**config.mk**
```make
export PLATFORM = sky130hd
export DESIGN_NAME = int_controller
export DESIGN_NICKNAME = d
export VERILOG_FILES = /design/src/rtl/int_pkg.sv /design/src/rtl/int_prio_enc.sv /design/src/rtl/int_controller.sv
export SDC_FILE = /design/constraint.sdc
export NUM_CORES = 1
export LEC_CHECK = 0
export BUFFER_PORTS_ARGS = -buffer_cell sky130_fd_sc_hd__buf_2
export CORE_MARGIN = 5
export CORE_UTILIZATION = 35
export DETAILED_ROUTE_END_ITERATION = 8
export HOLD_SLACK_MARGIN = 0.08
export MAX_ROUTING_LAYER = met4
export PLACE_DENSITY = 0.69
export SLEW_MARGIN = 20
export SYNTH_ARGS = -nofsm -noshare
export SYNTH_HDL_FRONTEND = slang
export SYNTH_SLANG_ARGS = --single-unit
export TNS_END_PERCENT = 50
```
**constraint.sdc**
```tcl
create_clock -name clk -period 2.6 [get_ports clk]
set_input_delay 0 -clock clk [delete_from_list [all_inputs] [get_ports clk]]
set_output_delay 0 -clock clk [all_outputs]
set_load 0.005 [all_outputs]
```
**src/rtl/int_pkg.sv**
```systemverilog
// Shared types and defaults for the interrupt controller slice.
package int_pkg;

  localparam int unsigned NSRC_DEFAULT     = 4;
  localparam logic [15:0] VEC_BASE_DEFAULT = 16'h0010;

  typedef enum logic [1:0] {
    IDLE    = 2'd0,
    REQ     = 2'd1,
    SERVICE = 2'd2
  } state_t;

  function automatic int unsigned idx_width(input int unsigned n);
    return (n > 1) ? $clog2(n) : 1;
  endfunction

endpackage

```
**src/rtl/int_prio_enc.sv**
```systemverilog
// Combinational fixed-priority encoder: lowest set index wins.
module int_prio_enc
  import int_pkg::*;
#(
  parameter  int unsigned NSRC = NSRC_DEFAULT,
  localparam int unsigned IW   = idx_width(NSRC)
) (
  input  logic [NSRC-1:0] i_eligible,
  output logic [IW-1:0]   o_index,
  output logic            o_any_valid
);

  logic          w_found;
  logic [IW-1:0] w_index;

  always_comb begin
    w_found = 1'b0;
    w_index = '0;
    for (int unsigned i = 0; i < NSRC; i++) begin
      if (i_eligible[i] && !w_found) begin
        w_found = 1'b1;
        w_index = IW'(i);
      end
    end
  end

  assign o_index     = w_index;
  assign o_any_valid = w_found;

endmodule

```
**src/rtl/int_controller.sv**
```systemverilog
// Edge-triggered, masked, non-nesting interrupt controller presenting one
// registered request/vector at a time to the CPU.
module int_controller
  import int_pkg::*;
#(
  parameter int unsigned NSRC     = NSRC_DEFAULT,
  parameter logic [15:0] VEC_BASE = VEC_BASE_DEFAULT
) (
  input  logic            clk,
  input  logic            rst,
  input  logic [NSRC-1:0] irq_in,
  input  logic [NSRC-1:0] mask_in,
  input  logic            mask_we,
  input  logic            gie,
  input  logic            int_ack,
  input  logic            int_done,
  output logic            int_req,
  output logic [15:0]     int_vec,
  output logic [NSRC-1:0] pending,
  output logic [NSRC-1:0] mask
);

  localparam int unsigned IW = idx_width(NSRC);

  logic [NSRC-1:0] r_irq_prev;
  logic [NSRC-1:0] r_pending;
  logic [NSRC-1:0] r_mask;
  state_t          r_state;
  state_t          w_state_nxt;
  logic [IW-1:0]   r_sel;
  logic [IW-1:0]   w_sel_nxt;
  logic            r_int_req;
  logic [15:0]     r_int_vec;
  logic            w_req_nxt;
  logic [15:0]     w_vec_nxt;

  logic [NSRC-1:0] w_edge;
  logic [NSRC-1:0] w_eligible;
  logic [NSRC-1:0] w_clr;
  logic [IW-1:0]   w_win_idx;
  logic            w_win_any;
  logic            w_ack_take;

  assign w_edge     = irq_in & ~r_irq_prev;
  assign w_eligible = r_pending & r_mask;
  assign w_ack_take = (r_state == REQ) && int_ack;
  assign w_clr      = w_ack_take ? (NSRC'(1) << r_sel) : '0;

  int_prio_enc #(
    .NSRC (NSRC)
  ) u_prio (
    .i_eligible  (w_eligible),
    .o_index     (w_win_idx),
    .o_any_valid (w_win_any)
  );

  // irq_prev resets to all ones so a source already high at release is not an edge.
  always_ff @(posedge clk) begin
    if (rst) begin
      r_irq_prev <= '1;
      r_pending  <= '0;
      r_mask     <= '0;
    end else begin
      r_irq_prev <= irq_in;
      // A fresh edge on the acknowledged source outranks the clear.
      r_pending  <= (r_pending & ~w_clr) | w_edge;
      if (mask_we) begin
        r_mask <= mask_in;
      end
    end
  end

  always_ff @(posedge clk) begin
    if (rst) begin
      r_state <= IDLE;
      r_sel   <= '0;
    end else begin
      r_state <= w_state_nxt;
      r_sel   <= w_sel_nxt;
    end
  end

  // Once in REQ the request stays up regardless of gie or mask; only ack leaves it.
  always_comb begin
    w_state_nxt = r_state;
    w_sel_nxt   = r_sel;
    unique case (r_state)
      IDLE: begin
        if (gie && w_win_any) begin
          w_state_nxt = REQ;
          w_sel_nxt   = w_win_idx;
        end
      end
      REQ: begin
        if (int_ack) begin
          w_state_nxt = SERVICE;
        end
      end
      SERVICE: begin
        if (int_done) begin
          w_state_nxt = IDLE;
        end
      end
      default: begin
        w_state_nxt = IDLE;
      end
    endcase
  end

  // Outputs are computed from the next state so the registered copy tracks REQ exactly.
  always_comb begin
    w_req_nxt = (w_state_nxt == REQ);
    w_vec_nxt = '0;
    if (w_req_nxt) begin
      w_vec_nxt = VEC_BASE + (16'(w_sel_nxt) << 2);
    end
  end

  always_ff @(posedge clk) begin
    if (rst) begin
      r_int_req <= 1'b0;
      r_int_vec <= '0;
    end else begin
      r_int_req <= w_req_nxt;
      r_int_vec <= w_vec_nxt;
    end
  end

  assign int_req = r_int_req;
  assign int_vec = r_int_vec;
  assign pending = r_pending;
  assign mask    = r_mask;

endmodule

```
==> run metrics, run 1 <==
largest net degree at the start of global routing 18; Hold EP pending[2]; Slew Limit Fails 0; fraction of layout cells with a size suffix above 1 0.280; clock root cell clkbuf_4; clk_lat worst skew 0.29 ns; RSZ-0062 raised after global routing no; Synth warnings 0; max-cap violations 0; row count 17; fin crit period 1.78 ns; VDD IR-drop max 0.301 mV; register area share after synthesis 0.487; Max Fclk 562 MHz; Top Layer Used met3; most frequent cells in the layout buf_2, dfxtp_1, dlygate4sd3_1; vias in the first global route 662; first-pass GRT wire length 2930 um; setup TNS 0 ns; Max clock buf depth 2; post-CTS setup buffer count 0; Synth Area in Adders 0; setup violators final 0; I/O Pins 39; crit path max fanout 1; routed len/inst 11.1 um; DP HPWL 1220 um; die width 58.5 um; Initial Utilization 0.368; Final nets 148; chip height 58.5 um; post-route ant nets 0; synthesized cell area 822 um2; vias 701; vias per cell 4.38; Worst Setup Slack post-DPL 1.44 ns; Compound-Gate Fraction of Synth Area 0.119; CTS tree done; outcome finished, final reports clean; final wirelength 1780 um; PostCTS Resize Cnt 0; clock transition at the registers of the reported paths 0.10 ns; gr ovfl total 0; Synth-to-Final Area Change 36.8%; setup ws final 0.821 ns; Leak Pwr 0.542 nW; ANT cells 0; Hold Vio Cnt, Final 0; WS Path Type input port to register; hold path start int_ack; final core occ 0.504; crit end category register; most common cell after layout, fill and taps aside buf_2; post-synthesis mux area share 0.0487; Critical Path RT 2.79 ns; Worst EP arrival 1.97 ns; reg2reg start mask[3]; total iterations of the first detailed-routing run 4; critical path launch point type input port; Core Area 2230 um2; fin crit share 0.684; clk_skew 0.000861 ns; die area 3420 um2; # H-tree levels 1; worst hold path class input port to register; total track usage 0.115; Num CTS Buffers 3; worst r2r dst mask[3]; flops & latches, synth 20; Synth Area in Simple Gates 0.195; syn_area_per_cell 9.24 um2; met3 wire length 181 um; r2r setup slk 0.82 ns; # DRC 0; Initial DRC Count 14; largest family of logic cells by synthesized area simple AND/OR/NAND/NOR gates; Hold Buf Count CTS 18; worst hold stages 4; Mapped Cells 89; WL met2 887 um; pwr dens 483 nW/um2; met1 WL 711 um; IO buf count 25; Distinct cells, synth 24; GPL Wtd Cong 0.850; Reg2Reg Depth 4; xor/xnor share of the synthesized area 0; initial antenna violation count 0; Num Clock Sinks 20
-- cells by family (layout without fill, tap and decap cells) --
group	after synthesis	count (layout)
mux	4	4
flops	20	20
compound gates	15	15
other cells	1	13
simple gates	30	30
buf+inv	19	50
-- sequential cells by signal (all words and copies together), names as in the netlist --
| register | cells |
|---|---|
| int_req | 1 |
| r_irq_prev | 4 |
| int_vec | 3 |
| r_sel | 2 |
| pending | 4 |
| r_state | 2 |
| mask | 4 |
-- metal layers --
layer,track usage,vias to the layer above
met2,0.199,28
met4,0.0199,0
met1,0.124,319
met3,0.0482,0
li1,-,354
met5,-,-
-- power breakdown --
group / switching (mW) / leakage [nW] / total, mW / internal, mW
sequential: 0.00928 / 0.164 / 0.328 / 0.319
clock: 0.0831 / 0.0138 / 0.137 / 0.0539
combinational: 0.0323 / 0.365 / 0.0779 / 0.0456
total: 0.125 / 0.542 / 0.543 / 0.418
-- through the flow --
| step | total power [mW] | area [um2] | hold slack [ns] | std cells |
|---|---|---|---|---|
| final | 0.543 | 1120 | 0.160 | 160 |
| after global placement | 0.386 | 922 | 0.198 | 139 |
| after global routing | 0.582 | 1120 | 0.188 | 160 |
| after detailed placement | 0.388 | 922 | 0.203 | 139 |
| after CTS | 0.547 | 1120 | 0.158 | 160 |
| after floorplan | 0.378 | 867 | 0.0691 | 101 |
-- layout make-up --
cell class | instances | area, um2
multi-input combinational | 62 | 347
inverter | 4 | 15.0
clock buffer | 3 | 22.5
timing repair buffer | 43 | 305
tap | 28 | 35.0
fill | 213 | 1110
sequential | 20 | 400
-- synthesized netlist by cell type (all sizes together) --
master,n,area [um2]
a21oi,7,42.5
a22oi,2,15.0
a32oi,1,8.76
and3b,1,10.0
buf,13,97.6
clkbuf,2,7.51
conb,1,3.75
dfxtp,20,400
inv,4,15.0
mux2i,4,40.0
nand2,3,11.3
nand2b,2,12.5
nand3,2,10.0
nand3b,1,7.51
nor2,13,51.3
nor2b,2,12.5
nor4b,1,8.76
o21ai,2,10.0
o22ai,1,6.26
o31ai,2,15.0
or2,4,25.0
or3b,1,11.3
-- worst max-delay path: stages --
cell,delay (ns)
dlygate4sd3_1,0.54
buf_2,0.12
mux2i_1,0.13
dlygate4sd3_1,0.58
nor2_1,0.04
dlygate4sd3_1,0.56
-- how the worst max path moves through the flow --
stage | end | cells past startpoint | slack [ns] | from
4_1_cts | mask[2] | 4 | 0.88 | mask[2]
2_1_floorplan | r_sel[0] | 3 | 1.49 | r_state[1]
3_5_place_dp | r_sel[0] | 3 | 1.44 | r_state[1]
5_1_grt | mask[3] | 4 | 0.71 | mask[3]
6_report | mask[0] | 6 | 0.82 | mask_in[0]
3_3_place_gp | int_vec[2] | 3 | 1.47 | r_state[1]
Note: power is estimated with default switching activity, not from simulation.
==> run 2: changes to the inputs <==
Settings changed: ABC_AREA set to 1.
Clock period 2.6 ns to 1.8 ns, I/O delays scaled along.
==> run 2 against run 1 <==
  * Sequential share of layout area down 2.9 points
  * Largest cell class unchanged
  * Critical path depth unchanged
  * Cell area up 8.8%
  * Power up 75%
  * First-iteration DRC count up 14%
  * Sequential power up 44%
  * Synthesized cell count up 26%
  * Final cell count up 18%
  * Clock-buffer cell count unchanged
==> run metrics, run 2 <==
# H-tree levels 1 (unchanged); Leak Pwr 0.661 nW (+22%); most common cell after layout, fill and taps aside buf_2; Filler cells 216 (+1.4%); number of flops mapped to enable cells by yosys 0 (unchanged); Synth-to-Final Area Change 44.2%; Initial DRC Count 16 (+2); setup ws final 0.0732 ns (-0.748 ns); critical path launch point type input port; Core Area 2250 um2 (+0.95%); chip height 59.2 um (+1.3%); outcome finished, final reports clean; # DRC 0 (unchanged); ANT cells 0 (unchanged); Mapped Cells 112 (+26%); Reg area 400 um2 (unchanged); multi-input logic area 330 um2 (-4.7%); clock transition at the registers of the reported paths 0.11 ns (about the same); Synth top area share 0.472 (-0.0151); vias per cell 4.28 (-2.4%); setup TNS 0 ns (unchanged); reg2reg start mask[0]; RSZ-0062 raised after global routing no; PostCTS Resize Cnt 0 (unchanged); Max clock buf depth 2 (unchanged); worst hold path class input port to register; r2r setup slk 0.60 ns (-0.22 ns); clock root cell clkbuf_4; vias in the first global route 838 (+27%); Max Fclk 579 MHz; CP startpoint mask_in[1]; fraction of layout cells with a size suffix above 1 0.236 (-0.0443); most frequent cell after synthesis nand2_1; DP HPWL 1340 um (+9.6%); initial antenna violation count 0 (unchanged); IO buf count 25 (unchanged); setup violators final 0 (unchanged); VDD IR-drop max 0.683 mV (+130%); max-cap violations 0 (unchanged); gr ovfl total 0 (unchanged); CP Capture Point mask[1]; I/O Pins 39 (unchanged); Num Clock Sinks 20 (unchanged); WS Path Type input port to register; Critical Path RT 1.99 ns (-0.80 ns); routed len/inst 10.5 um (-5.5%); largest net degree at the start of global routing 13 (-5); Distinct cells, synth 14 (-42%); post-route ant nets 0 (unchanged); total track usage 0.127 (+0.0116); Slew Limit Fails 0 (unchanged); Final nets 176 (+19%); syn_area_per_cell 7.57 um2 (-18%); pwr dens 778 nW/um2 (+61%); Worst Setup Slack post-DPL 0.764 ns (-0.679 ns); total iterations of the first detailed-routing run 4 (unchanged); clk_lat worst skew 0.30 ns (about the same); flops & latches, synth 20 (unchanged); top cell type by total area after synthesis dfxtp_1; asr flop ratio synth 0 (unchanged); synthesized cell area 848 um2 (+3.2%); Worst EP arrival 1.92 ns (-0.05 ns); final wirelength 1990 um (+12%); fin crit share 0.959; Initial Utilization 0.376 (+0.00818); Hold Vio Cnt, Final 0 (unchanged); Synth Flop Type dfxtp_1; CTS tree done; fin crit period 1.73 ns; Synth warnings 0 (unchanged); first-pass GRT wire length 3320 um (+13%); GPL Wtd Cong 0.864 (+1.7%); crit end category register; top area cells in the synthesized netlist dfxtp_1, buf_4, nand2_1, inv_1, nor2_1; worst r2r dst mask[0]; vias 808 (+15%); most frequent cells in the layout buf_2, dlygate4sd3_1, nand2_1; die area 3510 um2 (+2.6%); crit path max fanout 1 (unchanged); clk_skew 0.00467 ns (+0.00381 ns); row count 17 (unchanged); Num CTS Buffers 3 (unchanged); top post-synthesis cells by count nand2_1, dfxtp_1, inv_1; Reg2Reg Depth 3 (-1); register area share after synthesis 0.472 (-0.0151); die width 59.2 um (+1.3%)
-- run 2: changes by cell type in the layout (fill, tap and decap cells not counted), sizes merged, moves of 2 or more --
| cell | delta |
|---|---|
| mux2i | -4 |
| o21ai | +6 |
| a22oi | -2 |
| o31ai | -2 |
| dlygate4sd3 | +4 |
| inv | +12 |
| nand2b | -2 |
| nand2 | +21 |
| nor2b | -2 |
-- run 2: cell families after synthesis --
| group | Yosys count | share of synthesized area |
|---|---|---|
| AND/OR/NAND/NOR | 45 | 0.229 |
| other | 1 | 0.00442 |
| flip-flops | 20 | 0.472 |
| buffers and inverters | 30 | 0.192 |
| AO/OA/AOI/OAI | 16 | 0.103 |
-- run 2: worst min-delay path by stage --
stage / to / cells after the start / slack (ns) / start
detailed placement: r_irq_prev[2] / 2 / 0.21 / irq_in[2]
global route: r_sel[1] / 4 / 0.15 / gie
CTS: r_sel[1] / 4 / 0.13 / gie
floorplan: r_irq_prev[3] / 1 / 0.10 / rst
global placement: r_irq_prev[0] / 2 / 0.20 / irq_in[0]
finish: r_sel[1] / 4 / 0.14 / gie
-- run 2: per-layer routing --
metal | global-route usage | vias up | routed length, um
met1 | 0.126 | 370 | 774
met2 | 0.234 | 26 | 1030
li1 | - | 410 | -
met5 | - | - | 0
met4 | 0.0356 | 0 | 14
met3 | 0.0392 | 2 | 167
-- run 2: worst max-delay path, cell delays in order --
cell and delay, ns:
dlygate4sd3_1 0.54, buf_2 0.12, nor2_1 0.10, dlygate4sd3_1 0.56
nor2_1 0.05, dlygate4sd3_1 0.55
-- run 2: cell type report --
cell class	count	share of cell area
sequential	20	0.327
timing repair buffer	47	0.282
multi-input combinational	74	0.270
inverter	16	0.0491
tap	28	0.0286
clock inverter	1	0.0245
clock buffer	3	0.0184
-- run 2: metrics by stage --
step | instance area, um2 | utilization | cells | hold WS, ns | power [mW]
final | 1220 | 0.543 | 189 | 0.143 | 0.952
after CTS | 1220 | 0.543 | 189 | 0.127 | 0.964
after global placement | 951 | 0.422 | 163 | 0.202 | 0.557
after global routing | 1220 | 0.543 | 189 | 0.149 | 0.998
after detailed placement | 951 | 0.422 | 163 | 0.206 | 0.560
after floorplan | 893 | - | 124 | 0.104 | 0.543
-- run 2: repair_timing --
action,CTS,global route
buffers inserted,0,0
endpoints found under the setup margin,0,0
hold buffers,22,0
endpoints found under the hold margin,15,0
-- run 2: power by group --
group / switching (mW) / internal, mW / leakage [nW]
logic: 0.0514 / 0.0659 / 0.469
registers: 0.0113 / 0.461 / 0.164
clock network: 0.137 / 0.225 / 0.0279
total: 0.199 / 0.752 / 0.661
